**src/rtl/sw_pkg.sv**
```systemverilog
// Shared types and defaults for the switch debouncer.
package sw_pkg;

  localparam int unsigned NumSwDefault          = 4;
  localparam int unsigned DebounceCyclesDefault = 16;

  typedef enum logic {
    STABLE,
    COUNTING
  } sw_state_e;

endpackage

```
**src/rtl/sw_debounce_chan.sv**
```systemverilog
// One debounce channel: 2-flop synchronizer, stability counter/FSM and edge pulses.
// Edge pulses are only built when SW_DEBOUNCE_EDGE_EN is defined; otherwise tied to 0.
module sw_debounce_chan
  import sw_pkg::*;
#(
  parameter int unsigned DEBOUNCE_CYCLES = DebounceCyclesDefault
) (
  input  logic clk,
  input  logic rst_n,
  input  logic sw,
  output logic sw_clean,
  output logic sw_rise,
  output logic sw_fall
);

  localparam int unsigned CntW = $clog2(DEBOUNCE_CYCLES);
  localparam logic [CntW-1:0] CntMax = CntW'(DEBOUNCE_CYCLES - 1);

  logic            s1_q, s2_q;
  logic            clean_q, clean_d;
  logic [CntW-1:0] cnt_q, cnt_d;
  sw_state_e       state_q, state_d;

  always_ff @(posedge clk or negedge rst_n) begin
    if (!rst_n) begin
      s1_q    <= 1'b0;
      s2_q    <= 1'b0;
      clean_q <= 1'b0;
      cnt_q   <= '0;
      state_q <= STABLE;
    end else begin
      s1_q    <= sw;
      s2_q    <= s1_q;
      clean_q <= clean_d;
      cnt_q   <= cnt_d;
      state_q <= state_d;
    end
  end

  always_comb begin
    state_d = state_q;
    cnt_d   = cnt_q;
    clean_d = clean_q;
    unique case (state_q)
      STABLE: begin
        cnt_d = '0;
        if (s2_q != clean_q) state_d = COUNTING;
      end
      COUNTING: begin
        if (s2_q == clean_q) begin
          // Level bounced back before the window closed: drop the count.
          cnt_d   = '0;
          state_d = STABLE;
        end else if (cnt_q == CntMax) begin
          clean_d = s2_q;
          cnt_d   = '0;
          state_d = STABLE;
        end else begin
          cnt_d = cnt_q + 1'b1;
        end
      end
    endcase
  end

  assign sw_clean = clean_q;

`ifdef SW_DEBOUNCE_EDGE_EN
  logic rise_q, fall_q;

  // Registered from the same next-state as clean_q so pulses line up with the new level.
  always_ff @(posedge clk or negedge rst_n) begin
    if (!rst_n) begin
      rise_q <= 1'b0;
      fall_q <= 1'b0;
    end else begin
      rise_q <= clean_d & ~clean_q;
      fall_q <= ~clean_d & clean_q;
    end
  end

  assign sw_rise = rise_q;
  assign sw_fall = fall_q;
`else
  assign sw_rise = 1'b0;
  assign sw_fall = 1'b0;
`endif

endmodule

```
**src/rtl/sw_debounce.sv**
```systemverilog
// Multi-channel switch debouncer top; edge outputs compiled in by SW_DEBOUNCE_EDGE_EN.
// Channels are independent instances of sw_debounce_chan.
module sw_debounce
  import sw_pkg::*;
#(
  parameter int unsigned NUM_SW          = NumSwDefault,
  parameter int unsigned DEBOUNCE_CYCLES = DebounceCyclesDefault
) (
  input  logic              clk,
  input  logic              rst_n,
  input  logic [NUM_SW-1:0] sw,
  output logic [NUM_SW-1:0] sw_clean,
  output logic [NUM_SW-1:0] sw_rise,
  output logic [NUM_SW-1:0] sw_fall,
  output logic              sw_changed
);

  for (genvar i = 0; i < NUM_SW; i++) begin : g_chan
    sw_debounce_chan #(
      .DEBOUNCE_CYCLES(DEBOUNCE_CYCLES)
    ) u_chan (
      .clk     (clk),
      .rst_n   (rst_n),
      .sw      (sw[i]),
      .sw_clean(sw_clean[i]),
      .sw_rise (sw_rise[i]),
      .sw_fall (sw_fall[i])
    );
  end

`ifdef SW_DEBOUNCE_EDGE_EN
  assign sw_changed = |{sw_rise, sw_fall};
`else
  assign sw_changed = 1'b0;
`endif

endmodule

```
**config.mk**
```make
export PLATFORM = sky130hd
export DESIGN_NAME = sw_debounce
export DESIGN_NICKNAME = d
export VERILOG_FILES = /design/src/rtl/sw_pkg.sv /design/src/rtl/sw_debounce_chan.sv /design/src/rtl/sw_debounce.sv
export SDC_FILE = /design/constraint.sdc
export NUM_CORES = 1
export LEC_CHECK = 0
export BUFFER_PORTS_ARGS = -buffer_cell sky130_fd_sc_hd__buf_2
export CAP_MARGIN = 20
export CORE_AREA = 5 5 61 63
export CTS_CLUSTER_SIZE = 8
export DETAILED_ROUTE_END_ITERATION = 7
export DIE_AREA = 0 0 66 68
export PLACE_DENSITY = 0.62
export SLEW_MARGIN = 20
export SYNTH_ARGS = -nofsm -noshare
export SYNTH_HDL_FRONTEND = slang
export SYNTH_SLANG_ARGS = --single-unit
```
**constraint.sdc**
```tcl
create_clock -name clk -period 1.8 [get_ports clk]
set_clock_uncertainty 0.2 [all_clocks]
set_input_delay 0.09 -clock clk [delete_from_list [all_inputs] [get_ports clk]]
set_output_delay 0.09 -clock clk [all_outputs]
set_load 0.1 [all_outputs]
```
==> summary.txt, run 1 <==
Detailed routing
  • Wire per inst: roughly 11 µm
  • Avg Vias per Cell: roughly 4.5
  • Drt initial violations: 31
  • Post-Route WL: around 2000 µm
  • DRT Pass-1 Iters: 4
  • Residual DRC: 0
  • Via count: roughly 790
  • Final antenna-violating net count: 0

Setup path
  • CP Buf/Inv Count: 0
  • R2R Path End: g_chan[2].u_chan.sw_clean
  • CP Capture Type: flip-flop
  • Critical-path maximum fanout: 4
  • CP arrival: approximately 1600 ps
  • Delay-heaviest family, CP: flip-flops
  • Worst setup SP type: flip-flop
  • Cells along the critical path: ha_1 -> and3_1 -> nand2_1 -> mux2_4
  • Cell count of the worst reg-to-reg path: 4
  • R2R setup slack: approximately 200 ps
  • Setup CP Type: reg2reg
  • Crit path max-delay cell type: dfrtp_1
  • Max incr delay on CP: 420 ps
  • Reg2reg start: g_chan[2].u_chan.cnt_q[0]
  • CP required: roughly 1800 ps

Clock network
  • Clock buffers created by TritonCTS: 5
  • Clk_lat worst skew: around 330 ps
  • Clk pin slew, worst setup/hold paths: around 100 ps
  • Root buf cell: clkbuf_4
  • H-Tree Depth: 2
  • TritonCTS clock tree: built
  • Setup Buffers After CTS: 0
  • Maximum root-to-sink buffer count: 2
  • CTS Sinks: 32

STA
  • Fin. Hold Viols: 0
  • Fmax: 624.4 MHz
  • Setup TNS Final: 0 ps
  • Max-slew violation count: 0
  • Slew Limit Headroom: a little over half
  • Minimum clock period: around 1600 ps
  • RSZ-0062 raised after global routing: no
  • Final setup fails: 0
  • Final Cycle Share: 88.98%
  • Worst-margin pin slew: roughly 680 ps

Layout
  • Ratio of cells with drive above 1 in the final layout: 18.11%
  • Area Overhead vs Synth: 10.97%
  • Antenna Diode Count: 0
  • Multi-input logic area: roughly 450 µm²
  • Most common cell after layout, fill and taps aside: dfrtp_1
  • Most frequent cells in the layout: dfrtp_1 (32), conb_1 (9), buf_2 (9)
  • Nets: about 140
  • Register Area: around 800 µm²
  • # fillers: roughly 290

Floorplanning
  • Die ar.: 4488 µm²
  • Width of the die: roughly 66 µm
  • I/O pin total: 19
  • Die Height: 68 µm
  • Row cnt: 21
  • Core Box Area: 3179 µm²
  • Starting density of the core: 41.99%

Run status
  • Status: finished clean

Logic synthesis
  • Register area share after synthesis: approximately three fifths
  • Avg Inst Size Synth: about 12 µm²
  • Yosys reg bits: 32
  • Mapped Cells: 110
  • Mapped cell area: roughly 1300 µm²
  • Async SR Flop Fraction: 100.0%
  • Post-synth EDFFs: 0
  • Unique masters post-synth: 17
  • Top_reg_cell synth: dfrtp_1
  • Yosys warns: 0

Power
  • Power, Total: ~0.0013 W
  • Lkg Pwr: about 0.74 nW
  • PwrDens: 885.5 nW/µm²
  • Peak VDD IR: ~0.52 mV

Place
  • # port buffers: 9
  • RD Place Congestion: just under 0.7
  • HPWL Detailed: ~1400 µm

Global routing
  • Total GRT Usage: 10.99%
  • Vias in the first global route: 883
  • GRT Residual Overflow: 0
  • Largest net degree at the start of global routing: 33
  • Initial antenna violation count: 0
  • First-pass GRT wire length: 3670 µm

Flow run
  • MaxCap Viol Count: 0

Hold path
  • Hold Crit Class: in2async
==> routing by layer <==
layer / vias to the layer above / routed length [µm] / GRT usage, %
met4: 0 / 62 / 7.614
met3: 7 / 126 / 4.598
met5: - / 0 / 0
met2: 21 / 979 / 17.77
met1: 382 / 806 / 11.70
li1: 377 / - / -
==> kinds of logic after synthesis <==
group / synth area share, %
other cells: 0.2809
flops: 59.98
compound gates: 4.499
mux: 4.499
buf+inv: 8.434
xor+xnor: 5.248
simple gates: 13.31
fa+ha+maj: 3.749
==> sequential cells by signal (all words and copies together), names as in the netlist <==
signal	flops
g_chan.u_chan.sw_clean	4
g_chan.u_chan.s2_q	4
g_chan.u_chan.state_q	4
g_chan.u_chan.s1_q	4
g_chan.u_chan.cnt_q	16
==> Yosys cell counts (all sizes together), types with 8 or more instances <==
library cell	count	area share, %
dfrtp	32	60
buf	13	7.3
a21oi	8	3.0
and3	8	3.7
nand2	8	2.2
==> final cells by class <==
cell class	count	share of cell area [%]
multi-input combinational	69	30.49
timing repair buffer	14	6.419
sequential	32	54.05
clock inverter	2	0.6757
inverter	4	1.014
tap	46	3.885
clock buffer	6	3.463
==> stage by stage <==
step	util (%)	setup WS, ps	std cells	hold WS [ps]	instance area [µm²]
finish	46.60	198.4	173	130.0	1481
global route	46.60	130.2	173	165.2	1481
CTS	46.60	198.9	173	156.2	1481
detailed placement	43.09	209.2	160	-26.32	1370
global placement	43.09	275.9	160	-34.58	1370
floorplan	-	298.6	118	-405.6	1365
==> worst register-to-register path, stage by stage, from the launching register on <==
cell	delay, ps
dfrtp_1	420
ha_1	250
and3_1	200
nand2_1	110
mux2_4	310
==> power by group <==
group          internal (W)  switching, W
Combinational     0.0000232      0.000110
Clock              0.000186      0.000237
Sequential         0.000740     0.0000156
==> worst max path at each step <==
stage / from / depth (start not counted) / end
after floorplan: g_chan[3].u_chan.cnt_q[0] / 4 / g_chan[3].u_chan.sw_clean
after global placement: g_chan[3].u_chan.cnt_q[0] / 4 / g_chan[3].u_chan.sw_clean
after detailed placement: g_chan[3].u_chan.cnt_q[0] / 4 / g_chan[3].u_chan.sw_clean
after CTS: g_chan[2].u_chan.cnt_q[0] / 4 / g_chan[2].u_chan.sw_clean
after global routing: g_chan[3].u_chan.cnt_q[0] / 4 / g_chan[3].u_chan.sw_clean
final: g_chan[2].u_chan.cnt_q[0] / 4 / g_chan[2].u_chan.sw_clean
==> repair_timing <==
action | CTS | global route
hold buffers | 5 | 0
gates resized for setup | 0 | 0
endpoints found under the hold margin | 36 | 0
No activity file was read; power rests on OpenSTA's default activity.
==> run 2: changes to the inputs <==
MAX_ROUTING_LAYER = met4   (was default)
==> summary.txt, run 2 (synthesized netlist as in run 1, its figures left out) <==
Run status
  • Status: finished clean

Detailed routing
  • Final antenna-violating net count: 0
  • Avg Vias per Cell: about 4.5
  • Residual DRC: 0
  • Drt initial violations: 28
  • Post-Route WL: between 1500 and 2000 µm
  • Wire per inst: between 10 and 15 µm
  • Via count: 787
  • DRT Pass-1 Iters: 4

Global routing
  • Vias in the first global route: 884
  • Largest net degree at the start of global routing: 33
  • Total GRT Usage: roughly 11%
  • First-pass GRT wire length: 3670 µm
  • Initial antenna violation count: 0
  • GRT Residual Overflow: 0

Layout
  • Final instance area: 1481 µm²
  • Area Overhead vs Synth: 10.97%
  • Nets: between 100 and 150
  • Largest reg by FF count: g_chan.u_chan.cnt_q
  • Ratio of cells with drive above 1 in the final layout: a little under a fifth
  • Most frequent cells in the layout: dfrtp_1 (32), conb_1 (9), buf_2 (9)
  • Max reg flops: 16
  • Most common cell after layout, fill and taps aside: dfrtp_1
  • Antenna Diode Count: 0

Floorplanning
  • Row cnt: 21
  • Die Height: between 60 and 70 µm
  • Starting density of the core: a little over two fifths
  • I/O pin total: 19
  • Core Box Area: 3179 µm²
  • Width of the die: 66 µm
  • Die ar.: around 4500 µm²

Clock network
  • Setup Buffers After CTS: 0
  • Maximum root-to-sink buffer count: 2
  • Root buf cell: clkbuf_4
  • Clk pin slew, worst setup/hold paths: ~100 ps
  • Clk_lat worst skew: about 330 ps
  • CTS Sinks: 32
  • H-Tree Depth: 2
  • TritonCTS clock tree: built
  • Clock buffers created by TritonCTS: 5

Power
  • Lkg Pwr: 0.7379 nW
  • Power, Total: around 0.0013 W
  • PwrDens: between 800 and 900 nW/µm²
  • Peak VDD IR: about 0.52 mV

Flow run
  • MaxCap Viol Count: 0

Place
  • RD Place Congestion: 0.6856
  • HPWL Detailed: between 1000 and 1500 µm
  • # port buffers: 9
  • Post-Place Worst Slack: roughly 210 ps
  • Placed Area: 1370 µm²

STA
  • Max-slew violation count: 0
  • Final setup fails: 0
  • Worst-margin pin slew: slightly below 700 ps
  • Fmax: 624.4 MHz
  • Final Cycle Share: between 80% and 90%
  • Minimum clock period: between 1500 and 2000 ps
  • Smallest hold slack: between 100 and 150 ps
  • Worst setup margin: a little under 200 ps
  • RSZ-0062 raised after global routing: no
  • Fin. Hold Viols: 0
  • Slew Limit Headroom: 55.01%
  • Setup TNS Final: 0 ps

Setup path
  • CP Capture Type: flip-flop
  • Setup CP Type: reg2reg
  • Max incr delay on CP: approximately 420 ps
  • Critical-path maximum fanout: 4
  • CP arrival: ~1600 ps
  • Reg2reg start: g_chan[2].u_chan.cnt_q[0]
  • Crit path max-delay cell type: dfrtp_1
  • CP required: around 1800 ps
  • Worst setup SP type: flip-flop
  • Cells along the critical path: ha_1 -> and3_1 -> nand2_1 -> mux2_4
  • Crit path launch: g_chan[2].u_chan.cnt_q[0]

Hold path
  • Hold Crit Class: in2async
## run 2: routing by layer
layer | vias to the layer above | share of wire, % | global-route usage (%)
li1 | 377 | - | -
met1 | 382 | 41 | 11.70
met2 | 21 | 49 | 17.77
met3 | 7 | 6.4 | 4.598
met4 | 0 | 3.3 | 7.614
met5 | - | 0 | -
## run 2: final timing paths
| kind | cells after the start | endpoint | slack [ps] |
|---|---|---|---|
| worst max-delay path | 4 | g_chan[2].u_chan.sw_clean | 200 |
| worst min-delay path | 2 | g_chan[3].u_chan.cnt_q[3] | 130 |
| worst max register to register | 4 | g_chan[2].u_chan.sw_clean | 200 |
| worst min register to register | 0 | g_chan[2].u_chan.s2_q | 160 |
| max in group asynchronous | 2 | g_chan[2].u_chan.cnt_q[1] | 830 |
| min in group clk | 0 | g_chan[2].u_chan.s2_q | 160 |
## run 2: worst max-delay path: cells and delay by family, from the launching register on
family        cells  cell delay, ps
simple gates      2             310
flops             1             420
fa+ha+maj         1             250
mux               1             310
## run 2: repair_timing
action	4_1_cts	5_1_grt
endpoints found under the hold margin	36	0
hold buffers	5	0
resized for setup	0	0
## run 2: layout make-up
| type | instances | area [µm²] |
|---|---|---|
| clock buffer | 6 | 51.30 |
| clock inverter | 2 | 10.01 |
| fill | 287 | 1698 |
| inverter | 4 | 15.01 |
| multi-input combinational | 69 | 451.7 |
| sequential | 32 | 800.8 |
| tap | 46 | 57.56 |
| timing repair buffer | 14 | 95.09 |
## run 2: where the power goes
group          internal [W]  switching [W]  total [W]
clock network      0.000186       0.000238   0.000423
logic             0.0000232       0.000110   0.000133
registers          0.000740      0.0000156   0.000756
total              0.000949       0.000363    0.00131
## run 2: stage by stage
stage,utilization (%),std cells
detailed placement,43.09,160
floorplan,-,118
CTS,46.60,173
finish,46.60,173
global placement,43.09,160
global route,46.60,173
==> run 3: changes to the inputs <==
CORE_AREA = 3 3 59 61   (was 5 5 61 63)
DIE_AREA = 0 0 62 64   (was 0 0 66 68)
PLACE_DENSITY = 0.69   (was 0.62)
==> summary.txt, run 3 (synthesized netlist as in run 1, its figures left out) <==
Clock network
  • H-Tree Depth: 2
  • Clk_lat worst skew: about 330 ps
  • TritonCTS clock tree: built
  • Clk pin slew, worst setup/hold paths: about 100 ps
  • Maximum root-to-sink buffer count: 2
  • Clock buffers created by TritonCTS: 5
  • Root buf cell: clkbuf_4
  • CTS Sinks: 32
  • Setup Buffers After CTS: 0

Setup path
  • Critical-path maximum fanout: 4
  • CP required: roughly 1800 ps
  • Worst setup SP type: flip-flop
  • Crit path max-delay cell type: dfrtp_1
  • Delay-heaviest family, CP: flip-flops
  • Cells along the critical path: ha_1 -> and3_1 -> nand2_1 -> mux2_4
  • CP arrival: 1610 ps
  • Setup CP Type: reg2reg
  • CP Capture Type: flip-flop
  • Max incr delay on CP: ~430 ps
  • CP Buf/Inv Count: 0

Power
  • Peak VDD IR: about 0.56 mV
  • Switching portion of total power: between 20% and 30%
  • Lkg Pwr: 0.7421 nW
  • Power share of the combinational group: about a tenth
  • Sequential share of power: 53.6%
  • PwrDens: roughly 940 nW/µm²
  • Sw Pwr: 0.0003566 W
  • Int Power: between 0.001 and 0.0015 W
  • Clk network pwr share: between 30% and 40%

Run status
  • Status: finished clean

Detailed routing
  • Highest metal used: met4
  • Avg Vias per Cell: approximately 4.5
  • Via count: between 700 and 800
  • Wire per inst: about 11 µm
  • Final antenna-violating net count: 0
  • Wire length on met1: around 860 µm
  • DRT Pass-1 Iters: 4
  • DR WL met2: roughly 890 µm
  • WL met3: roughly 120 µm
  • Residual DRC: 0
  • Post-Route WL: between 1500 and 2000 µm
  • Drt initial violations: 23

Floorplanning
  • Core Box Area: 3028 µm²
  • Die ar.: 3968 µm²
  • I/O pin total: 19
  • Die Height: 64 µm
  • Width of the die: slightly above 60 µm
  • Row cnt: 20
  • Starting density of the core: 44.09%

STA
  • Worst-margin pin slew: between 600 and 700 ps
  • RSZ-0062 raised after global routing: no
  • Final setup fails: 0
  • Setup TNS Final: 0 ps
  • Fin. Hold Viols: 0
  • Slew Limit Headroom: 54.15%
  • Minimum clock period: roughly 1600 ps
  • Smallest hold slack: about 140 ps
  • Fmax: between 600 and 700 MHz
  • Final Cycle Share: about nine tenths
  • Max-slew violation count: 0

Layout
  • Max reg flops: 16
  • Ratio of cells with drive above 1 in the final layout: 17.32%
  • Multi-input logic area: 451.7 µm²
  • Largest reg by FF count: g_chan.u_chan.cnt_q
  • Register Area: about 800 µm²
  • Most frequent cells in the layout: dfrtp_1 (32), conb_1 (9), buf_2 (9)
  • Antenna Diode Count: 0
  • # fillers: 261
  • Most common cell after layout, fill and taps aside: dfrtp_1
  • Non-filler instance count after layout: about 170
  • Area Overhead vs Synth: 11.90%
  • Nets: roughly 140
  • Core Util, Final: around half

Global routing
  • Vias in the first global route: around 790
  • Largest net degree at the start of global routing: 33
  • Initial antenna violation count: 0
  • First-pass GRT wire length: 3291 µm
  • GRT Residual Overflow: 0
  • Total GRT Usage: a little under an eighth

Place
  • # port buffers: 9
  • Total instance count after detailed placement: 158
  • RD Place Congestion: ~0.76
  • HPWL Detailed: around 1300 µm

Flow run
  • MaxCap Viol Count: 0

Hold path
  • Hold Crit Class: in2async
==> run 3: cell type report <==
| type | count | area share [%] |
|---|---|---|
| flip-flops and latches | 32 | 53.60 |
| multi-input cells | 69 | 30.23 |
| clock inverters | 2 | 2.345 |
| repair buffers | 14 | 6.365 |
| well taps | 44 | 3.685 |
| clock buffers | 6 | 2.764 |
| inverters | 4 | 1.005 |
==> run 3: power groups by stage <==
stage	Combinational, W	Clock [W]	Sequential [W]
detailed placement	0.000126	0	0.000771
CTS	0.000134	0.000536	0.000756
global route	0.000143	0.000576	0.000760
floorplan	0.000117	0	0.000767
finish	0.000133	0.000522	0.000757
global placement	0.000123	0	0.000768
==> run 3: final timing paths <==
| check | from | to | slack (ps) | depth (start not counted) |
|---|---|---|---|---|
| max in group asynchronous | rst_n | g_chan[3].u_chan.state_q | 820 | 2 |
| hold / removal | rst_n | g_chan[2].u_chan.s2_q | 140 | 2 |
| hold reg to reg | g_chan[1].u_chan.s1_q | g_chan[1].u_chan.s2_q | 160 | 0 |
| setup / recovery | g_chan[2].u_chan.cnt_q[0] | g_chan[2].u_chan.sw_clean | 210 | 4 |
| setup reg to reg | g_chan[2].u_chan.cnt_q[0] | g_chan[2].u_chan.sw_clean | 210 | 4 |
| min in group clk | g_chan[1].u_chan.s1_q | g_chan[1].u_chan.s2_q | 160 | 0 |
==> run 3: worst register-to-register path, delay by kind of cell (launching register included) <==
family                   cells  cell delay [ps]
multiplexers                 1              300
adder cells (fa/ha/maj)      1              250
flip-flops                   1              430
AND/OR/NAND/NOR              2              310
==> run 3: metrics by stage <==
step | setup WS (ps) | total power, W | instance area [µm²]
after global routing | 148.5 | 0.001479 | 1494
after global placement | 275.8 | 0.0008916 | 1368
after CTS | 215.3 | 0.001427 | 1494
final | 209.2 | 0.001411 | 1494
after floorplan | 298.6 | 0.0008836 | 1365
after detailed placement | 235.0 | 0.0008962 | 1368
==> run 3: per-layer routing <==
layer,vias up,global-route usage [%]
li1,378,-
met1,372,13.72
met2,18,17.10
met3,4,6.061
met4,0,4.775
met5,-,-
==> run 3: repair_timing <==
action                    in CTS  in global routing
hold endpoints to repair      36                  0
hold buffers                   5                  0
resized for setup              0                  0
